[config.mk]
export PLATFORM = sky130hd
export DESIGN_NAME = l1_mem_responder
export DESIGN_NICKNAME = d
export VERILOG_FILES = /design/src/rtl/l1_mem_pkg.sv /design/src/rtl/line_word_buffer.sv /design/src/rtl/l1_mem_responder.sv
export SDC_FILE = /design/constraint.sdc
export NUM_CORES = 1
export LEC_CHECK = 0
export CAP_MARGIN = 0
export CELL_PAD_IN_SITES_DETAIL_PLACEMENT = 1
export CELL_PAD_IN_SITES_GLOBAL_PLACEMENT = 1
export CORE_AREA = 2 2 193 195
export CTS_CLUSTER_SIZE = 30
export DETAILED_ROUTE_END_ITERATION = 12
export DIE_AREA = 0 0 195 197
export DONT_BUFFER_PORTS = 1
export PLACE_DENSITY_LB_ADDON = 0.1
export SYNTH_ARGS = -nofsm -noshare
export SYNTH_HDL_FRONTEND = slang
export SYNTH_SLANG_ARGS = --single-unit
[constraint.sdc]
create_clock -name clock -period 5.4 [get_ports clock]
set_input_delay 0.81 -clock clock [delete_from_list [all_inputs] [get_ports clock]]
set_output_delay 0.81 -clock clock [all_outputs]
set_load 0.005 [all_outputs]
[src/rtl/l1_mem_pkg.sv]
// rtl/l1_mem_pkg.sv - message encodings and responder state type shared with the L1 controller
package l1_mem_pkg;

  // Cache -> memory request messages
  localparam int unsigned NO_REQ    = 0;
  localparam int unsigned R_REQ     = 1;
  localparam int unsigned WB_REQ    = 2;
  localparam int unsigned FLUSH     = 3;

  // Memory -> cache response messages
  localparam int unsigned NO_MSG    = 0;
  localparam int unsigned MEM_RESP  = 4;
  localparam int unsigned MEM_READY = 5;

  typedef enum logic [2:0] {
    IDLE     = 3'd0,
    RD_ISSUE = 3'd1,
    RD_WAIT  = 3'd2,
    WR_ISSUE = 3'd3,
    RESP     = 3'd4
  } resp_state_t;

endpackage

[src/rtl/line_word_buffer.sv]
// rtl/line_word_buffer.sv - one cache line register with bulk load and word-indexed write/read
module line_word_buffer #(
  parameter int DATA_WIDTH        = 32,
  parameter int CACHE_OFFSET_BITS = 2
) (
  input  logic                                          clock,
  input  logic                                          reset,
  input  logic                                          load_en,
  input  logic [DATA_WIDTH*(1<<CACHE_OFFSET_BITS)-1:0]  load_line,
  input  logic                                          wr_en,
  input  logic [CACHE_OFFSET_BITS-1:0]                  wr_idx,
  input  logic [DATA_WIDTH-1:0]                         wr_word,
  input  logic [CACHE_OFFSET_BITS-1:0]                  rd_idx,
  output logic [DATA_WIDTH-1:0]                         rd_word,
  output logic [DATA_WIDTH*(1<<CACHE_OFFSET_BITS)-1:0]  line
);

  // Bulk load wins over a word write; word 0 sits in the LSBs
  always_ff @(posedge clock or negedge reset) begin
    if (!reset) begin
      line <= '0;
    end else if (load_en) begin
      line <= load_line;
    end else if (wr_en) begin
      line[wr_idx*DATA_WIDTH +: DATA_WIDTH] <= wr_word;
    end
  end

  assign rd_word = line[rd_idx*DATA_WIDTH +: DATA_WIDTH];

endmodule

[src/rtl/l1_mem_responder.sv]
// rtl/l1_mem_responder.sv - L1 line fill/write-back responder over a word req/gnt port (stats: L1_MEM_RESPONDER_STATS_EN)
module l1_mem_responder
  import l1_mem_pkg::*;
#(
  parameter int DATA_WIDTH        = 32,
  parameter int ADDRESS_BITS      = 32,
  parameter int CACHE_OFFSET_BITS = 2,
  parameter int MSG_BITS          = 4,
  parameter int CACHE_WORDS       = 1 << CACHE_OFFSET_BITS,
  parameter int CACHE_WIDTH       = DATA_WIDTH * CACHE_WORDS
) (
  input  logic                    clock,
  input  logic                    reset,
  input  logic [MSG_BITS-1:0]     cache2mem_msg,
  input  logic [ADDRESS_BITS-1:0] cache2mem_address,
  input  logic [CACHE_WIDTH-1:0]  cache2mem_data,
  output logic [MSG_BITS-1:0]     mem2cache_msg,
  output logic [ADDRESS_BITS-1:0] mem2cache_address,
  output logic [CACHE_WIDTH-1:0]  mem2cache_data,
  output logic                    mem_req,
  output logic                    mem_we,
  output logic [ADDRESS_BITS-1:0] mem_addr,
  output logic [DATA_WIDTH-1:0]   mem_wdata,
  input  logic                    mem_gnt,
  input  logic                    mem_rvalid,
  input  logic [DATA_WIDTH-1:0]   mem_rdata,
  output logic [31:0]             rd_count,
  output logic [31:0]             wb_count
);

  localparam int OB = CACHE_OFFSET_BITS;
  localparam logic [MSG_BITS-1:0] M_NO_REQ    = MSG_BITS'(NO_REQ);
  localparam logic [MSG_BITS-1:0] M_R_REQ     = MSG_BITS'(R_REQ);
  localparam logic [MSG_BITS-1:0] M_WB_REQ    = MSG_BITS'(WB_REQ);
  localparam logic [MSG_BITS-1:0] M_FLUSH     = MSG_BITS'(FLUSH);
  localparam logic [MSG_BITS-1:0] M_NO_MSG    = MSG_BITS'(NO_MSG);
  localparam logic [MSG_BITS-1:0] M_MEM_RESP  = MSG_BITS'(MEM_RESP);
  localparam logic [MSG_BITS-1:0] M_MEM_READY = MSG_BITS'(MEM_READY);
  localparam logic [OB-1:0]       LAST_IDX    = OB'(CACHE_WORDS - 1);

  resp_state_t             state_q, state_d;
  logic [OB-1:0]           idx_q, idx_d, idx_inc;
  logic [ADDRESS_BITS-1:0] addr_q, addr_d;
  logic                    is_rd_q, is_rd_d;

  logic                    mem_req_d, mem_we_d;
  logic [ADDRESS_BITS-1:0] mem_addr_d, rsp_addr_d;
  logic [DATA_WIDTH-1:0]   mem_wdata_d;
  logic [MSG_BITS-1:0]     msg_d;
  logic [CACHE_WIDTH-1:0]  rsp_data_d;

  logic                    buf_load, buf_wr;
  logic [DATA_WIDTH-1:0]   buf_rd_word;
  logic [CACHE_WIDTH-1:0]  buf_line, fill_line;

  logic [ADDRESS_BITS-1:0] req_line, next_word_addr;
  logic                    unused_offset;
  logic                    resp_exit;

  // The cache may present any offset; only the line part is kept
  assign req_line       = {cache2mem_address[ADDRESS_BITS-1:OB], {OB{1'b0}}};
  assign unused_offset  = ^cache2mem_address[OB-1:0];
  assign idx_inc        = idx_q + OB'(1);
  assign next_word_addr = {addr_q[ADDRESS_BITS-1:OB], idx_inc};
  assign resp_exit      = (state_q == RESP) && (cache2mem_msg == M_NO_REQ);

  line_word_buffer #(
    .DATA_WIDTH        (DATA_WIDTH),
    .CACHE_OFFSET_BITS (CACHE_OFFSET_BITS)
  ) u_line_buf (
    .clock     (clock),
    .reset     (reset),
    .load_en   (buf_load),
    .load_line (cache2mem_data),
    .wr_en     (buf_wr),
    .wr_idx    (idx_q),
    .wr_word   (mem_rdata),
    .rd_idx    (idx_inc),
    .rd_word   (buf_rd_word),
    .line      (buf_line)
  );

  // Line as it will look once the word arriving this cycle is merged in,
  // so the fill response can be registered on the same edge as the last word
  always_comb begin
    fill_line = buf_line;
    fill_line[idx_q*DATA_WIDTH +: DATA_WIDTH] = mem_rdata;
  end

  // Next state and next values of every registered output
  always_comb begin
    state_d     = state_q;
    idx_d       = idx_q;
    addr_d      = addr_q;
    is_rd_d     = is_rd_q;
    mem_req_d   = mem_req;
    mem_we_d    = mem_we;
    mem_addr_d  = mem_addr;
    mem_wdata_d = mem_wdata;
    msg_d       = mem2cache_msg;
    rsp_addr_d  = mem2cache_address;
    rsp_data_d  = mem2cache_data;
    buf_load    = 1'b0;
    buf_wr      = 1'b0;

    unique case (state_q)
      IDLE: begin
        if (cache2mem_msg == M_R_REQ || cache2mem_msg == M_WB_REQ || cache2mem_msg == M_FLUSH) begin
          addr_d     = req_line;
          idx_d      = '0;
          is_rd_d    = (cache2mem_msg == M_R_REQ);
          buf_load   = 1'b1;
          mem_req_d  = 1'b1;
          mem_addr_d = req_line;
          if (cache2mem_msg == M_R_REQ) begin
            state_d     = RD_ISSUE;
            mem_we_d    = 1'b0;
            mem_wdata_d = '0;
          end else begin
            // Buffer is only loaded on this edge, so word 0 comes straight from the input
            state_d     = WR_ISSUE;
            mem_we_d    = 1'b1;
            mem_wdata_d = cache2mem_data[DATA_WIDTH-1:0];
          end
        end
      end
      RD_ISSUE: begin
        if (mem_gnt) begin
          state_d    = RD_WAIT;
          mem_req_d  = 1'b0;
          mem_addr_d = '0;
        end
      end
      RD_WAIT: begin
        if (mem_rvalid) begin
          buf_wr = 1'b1;
          idx_d  = idx_inc;
          if (idx_q == LAST_IDX) begin
            state_d    = RESP;
            msg_d      = M_MEM_RESP;
            rsp_addr_d = addr_q;
            rsp_data_d = fill_line;
          end else begin
            state_d    = RD_ISSUE;
            mem_req_d  = 1'b1;
            mem_addr_d = next_word_addr;
          end
        end
      end
      WR_ISSUE: begin
        if (mem_gnt) begin
          idx_d = idx_inc;
          if (idx_q == LAST_IDX) begin
            state_d     = RESP;
            mem_req_d   = 1'b0;
            mem_we_d    = 1'b0;
            mem_addr_d  = '0;
            mem_wdata_d = '0;
            msg_d       = M_MEM_READY;
            rsp_addr_d  = addr_q;
            rsp_data_d  = '0;
          end else begin
            mem_addr_d  = next_word_addr;
            mem_wdata_d = buf_rd_word;
          end
        end
      end
      RESP: begin
        // Holding until NO_REQ keeps a still-asserted request from being serviced twice
        if (cache2mem_msg == M_NO_REQ) begin
          state_d    = IDLE;
          msg_d      = M_NO_MSG;
          rsp_addr_d = '0;
          rsp_data_d = '0;
        end
      end
      default: state_d = IDLE;
    endcase
  end

  // State, latched request and all outputs; reset drops mem_req at once
  always_ff @(posedge clock or negedge reset) begin
    if (!reset) begin
      state_q           <= IDLE;
      idx_q             <= '0;
      addr_q            <= '0;
      is_rd_q           <= 1'b0;
      mem_req           <= 1'b0;
      mem_we            <= 1'b0;
      mem_addr          <= '0;
      mem_wdata         <= '0;
      mem2cache_msg     <= '0;
      mem2cache_address <= '0;
      mem2cache_data    <= '0;
    end else begin
      state_q           <= state_d;
      idx_q             <= idx_d;
      addr_q            <= addr_d;
      is_rd_q           <= is_rd_d;
      mem_req           <= mem_req_d;
      mem_we            <= mem_we_d;
      mem_addr          <= mem_addr_d;
      mem_wdata         <= mem_wdata_d;
      mem2cache_msg     <= msg_d;
      mem2cache_address <= rsp_addr_d;
      mem2cache_data    <= rsp_data_d;
    end
  end

`ifdef L1_MEM_RESPONDER_STATS_EN
  logic [31:0] rd_cnt_q, wb_cnt_q;

  // Count completed transactions when the cache releases the response; saturate at all-ones
  always_ff @(posedge clock or negedge reset) begin
    if (!reset) begin
      rd_cnt_q <= '0;
      wb_cnt_q <= '0;
    end else if (resp_exit) begin
      if (is_rd_q && rd_cnt_q != '1) rd_cnt_q <= rd_cnt_q + 32'd1;
      if (!is_rd_q && wb_cnt_q != '1) wb_cnt_q <= wb_cnt_q + 32'd1;
    end
  end

  assign rd_count = rd_cnt_q;
  assign wb_count = wb_cnt_q;
`else
  logic unused_stats;
  assign unused_stats = resp_exit;
  assign rd_count     = '0;
  assign wb_count     = '0;
`endif

endmodule
==> summary.md <==
| Metric | Value |
|---|---|
| Status | `complete, but fails checks` |
| Failing checks | `hold timing` |
| Seq/Total Area, Yosys | `between 50% and 60%` |
| CTS sink count | `between 300 and 400` |
| Initial antenna violation count | `6` |
| # setup viols final | `0` |
| Die W | `195 um` |
| Starting density of the core | `50.6%` |
| Final critical-path required period | `between 3 and 4 ns` |
| Setup TNS | `0 ns` |
| Worst reg2reg setup slack | `1.48 ns` |
| Post-Route WL | `roughly 64 mm` |
| Core area | `36,300 sq um` |
| VDD IR max | `between 300 and 400 uV` |
| Routed via count | `~14,000` |
| WL/cell | `32.2 um` |
| Synth Area in Compound Gates | `a little under a quarter` |
| Area delta synth->final | `6.80%` |
| CTS root buf | `clkbuf_16` |
| Clock Skews | `around 0.017 ns` |
| Worst Setup SP | `idx_q[0]` |
| Synth Cell Area | `between 15,000 and 20,000 sq um` |
| Post-synthesis cell count | `1,576` |
| Commonest non-fill, non-tap cells in the layout | `388 x dfrtp_1, 133 x nor2_1, 128 x o2bb2ai_1, 128 x a221o_1, 96 x a32oi_1` |
| Max Root-Sink Buffers | `3` |
| Fin crit share | `between 70% and 80%` |
| Max_cap viols | `0` |
| Final GP Congestion | `0.806` |
| Skew-Pair Late Insertion Delay | `approximately 0.56 ns` |
| Post-Synth Adder-Cell Area | `0.409%` |
| Worst Hold Class | `in2async` |
| Rows | `70` |
| CP Capture Point | `mem2cache_address[7]` |
| DRC | `0` |
| Kind of end point of the critical path | `flop` |
| Final Util | `54.1%` |
| Hold Fails Final Rpt | `32` |
| Drt first pass iters | `5` |
| RR Startpoint | `idx_q[0]` |
| Post-CTS Setup Bufs | `0` |
| Worst slew pin tran | `approximately 1.3 ns` |
| RSZ-0062 raised after global routing | `no` |
| Pwr dens | `656 nW/um^2` |
| WP data arrival | `4.29 ns` |
| Post-synthesis simple-gate area fraction | `6.77%` |
| Share of the synthesized area in the top cell type | `53.0%` |
| Vias/cell | `6.95` |
| Proportion of synthesized area in mux cells | `under 10%` |
| Max Slew Vio Count | `0` |
| Gr usage total | `approximately a third` |
| Global-route wire length before repair | `approximately 96 mm` |
| Total gr overflow | `0` |
| Synth Warn # | `0` |
| Top cells by area, synth | `dfrtp_1 53%, a221o_1 7.0%, o2bb2ai_1 6.1%` |
| Ports | `just under 500` |
| Worst-path clk slew | `approximately 0.060 ns` |
| Synth Register Bits | `just under 400` |
| Pleak | `8.27 nW` |
| Worst hold slack | `-0.0408 ns` |
| Die Span Y | `slightly below 200 um` |
| Synth unique cells | `45` |
| Worst-path maximum fanout | `40` |
| Pin count of the biggest net entering global routing | `390` |
| Peak Freq | `0.255 GHz` |
| Slew headroom | `14.5%` |
| CTS tree | `built` |
| CP Class | `reg2reg` |
| Worst Reg-to-Reg Cells | `4` |
| Share of layout cells above drive strength 1 | `approximately 11%` |
| H-tree lvl count | `2` |
| Post-synth top area cell | `dfrtp_1` |
| Synth Area in XOR/XNOR | `0%` |
| Commonest non-fill, non-tap cell in the layout | `dfrtp_1` |
| Syn Area/Cell | `between 10 and 15 sq um` |
| DR iter-0 viols | `1,082` |
| Startpoint Class | `flop` |
| Final ANT Viol Nets | `0` |
| Required @ worst endpoint | `5.77 ns` |
| Nets@finish | `around 1,700` |
| Die area | `a little under 40,000 sq um` |
| Vias in the first global route | `14,600` |
| DP HPWL | `39.0 mm` |
| Cts bufs inserted | `42` |
| R2r endpoint | `mem2cache_address[7]` |
| Main combinational cell family by area after synthesis | `compound AO/OA/AOI/OAI gates` |
| PortBufs | `0` |
## repair_timing
item / in CTS / in global routing
endpoints found under the hold margin: 389 / 229
gates resized for setup: 0 / 0
setup endpoints to repair: 0 / 0
## layout make-up
type / count / area (sq um)
Timing Repair Buffer: 26 / 208
Tap cell: 468 / 586
Clock buffer: 64 / 1280
Fill cell: 3707 / 16700
Antenna cell: 6 / 15.0
Clock inverter: 8 / 118
Inverter: 68 / 255
Multi-Input combinational cell: 956 / 7400
Sequential cell: 389 / 9740
## worst min-delay path by stage
stage,start,endpoint,slack [ns],depth (start not counted)
after detailed placement,mem2cache_data[70],mem2cache_data[70],0.50,1
after global routing,reset,mem2cache_data[59],-0.07,0
after CTS,reset,mem2cache_data[102],-0.06,0
final,reset,addr_q[26],-0.04,0
after floorplan,mem2cache_data[0],mem2cache_data[0],0.48,1
after global placement,mem2cache_data[72],mem2cache_data[72],0.50,1
## worst max-delay path: stages (launching register included)
cell and delay, ns:
dfrtp_4 1.07, ha_1 1.04, buf_4 0.40, a32o_1 0.97
o21ai_0 0.22
## where the power goes
part	internal, W	switching [W]	total [W]
Combinational	0.00191	0.00257	0.00448
Clock	0.00177	0.00119	0.00296
Sequential	0.00413	0.00129	0.00541
Total	0.00781	0.00505	0.0129
## Yosys cell counts (all sizes together)
| cell type | instances |
|---|---|
| and4bb | 1 |
| ha | 6 |
| mux2 | 33 |
| nor2b | 36 |
| nand3b | 2 |
| a22o | 1 |
| inv | 68 |
| a221o | 128 |
| o21ai | 33 |
| nor2 | 137 |
| nor4 | 1 |
| a32o | 1 |
| nand3 | 2 |
| o221ai | 1 |
| a32oi | 97 |
| a21boi | 1 |
| nor3b | 2 |
| nor4bb | 1 |
| conb | 1 |
| clkbuf | 77 |
| or2 | 3 |
| o22ai | 2 |
| mux2i | 31 |
| buf | 153 |
| dfrtp | 389 |
| nand2 | 4 |
| o2bb2ai | 128 |
| nor3 | 33 |
| mux4 | 32 |
| o31ai | 1 |
| nand2b | 2 |
| or4 | 1 |
| and2 | 2 |
| or3 | 1 |
| a21oi | 71 |
| nand4 | 31 |
| a211o | 1 |
| a22oi | 62 |
## sequential cells by signal, indices dropped and copies added (netlist names)
register           cells
addr_q                30
u_line_buf.line      128
mem_addr              32
mem_we                 1
state_q                3
mem_wdata             32
mem_req                1
mem2cache_data       128
idx_q                  2
mem2cache_msg          2
mem2cache_address     30
## kinds of logic after synthesis
family	Yosys count
AO/OA/AOI/OAI	527
adder cells (fa/ha/maj)	6
buffers and inverters	298
flip-flops	389
multiplexers	96
other	1
AND/OR/NAND/NOR	259
## stage by stage
| step | hold WS [ns] | cells | instance area (sq um) | setup slack [ns] | power (W) |
|---|---|---|---|---|---|
| 6_report | -0.0408 | 1985 | 19600 | 1.48 | 0.0129 |
| 5_1_grt | -0.0686 | 1984 | 19600 | 1.16 | 0.0135 |
| 4_1_cts | -0.0649 | 1979 | 19600 | 1.40 | 0.0129 |
| 3_5_place_dp | 0.501 | 1907 | 18200 | 1.44 | 0.00988 |
| 3_3_place_gp | 0.501 | 1907 | 18200 | 1.55 | 0.00969 |
| 2_1_floorplan | 0.479 | 1643 | 18600 | 2.80 | 0.00837 |
## layer usage
metal | track usage, % | up-vias | wire length (um)
met1 | 41.2 | 7259 | 24900
met2 | 51.9 | 678 | 30200
met5 | 0 | - | 0
met4 | 14.7 | 0 | 2440
li1 | - | 5730 | -
met3 | 11.3 | 125 | 6400
Note: power is estimated with default switching activity, not from simulation.
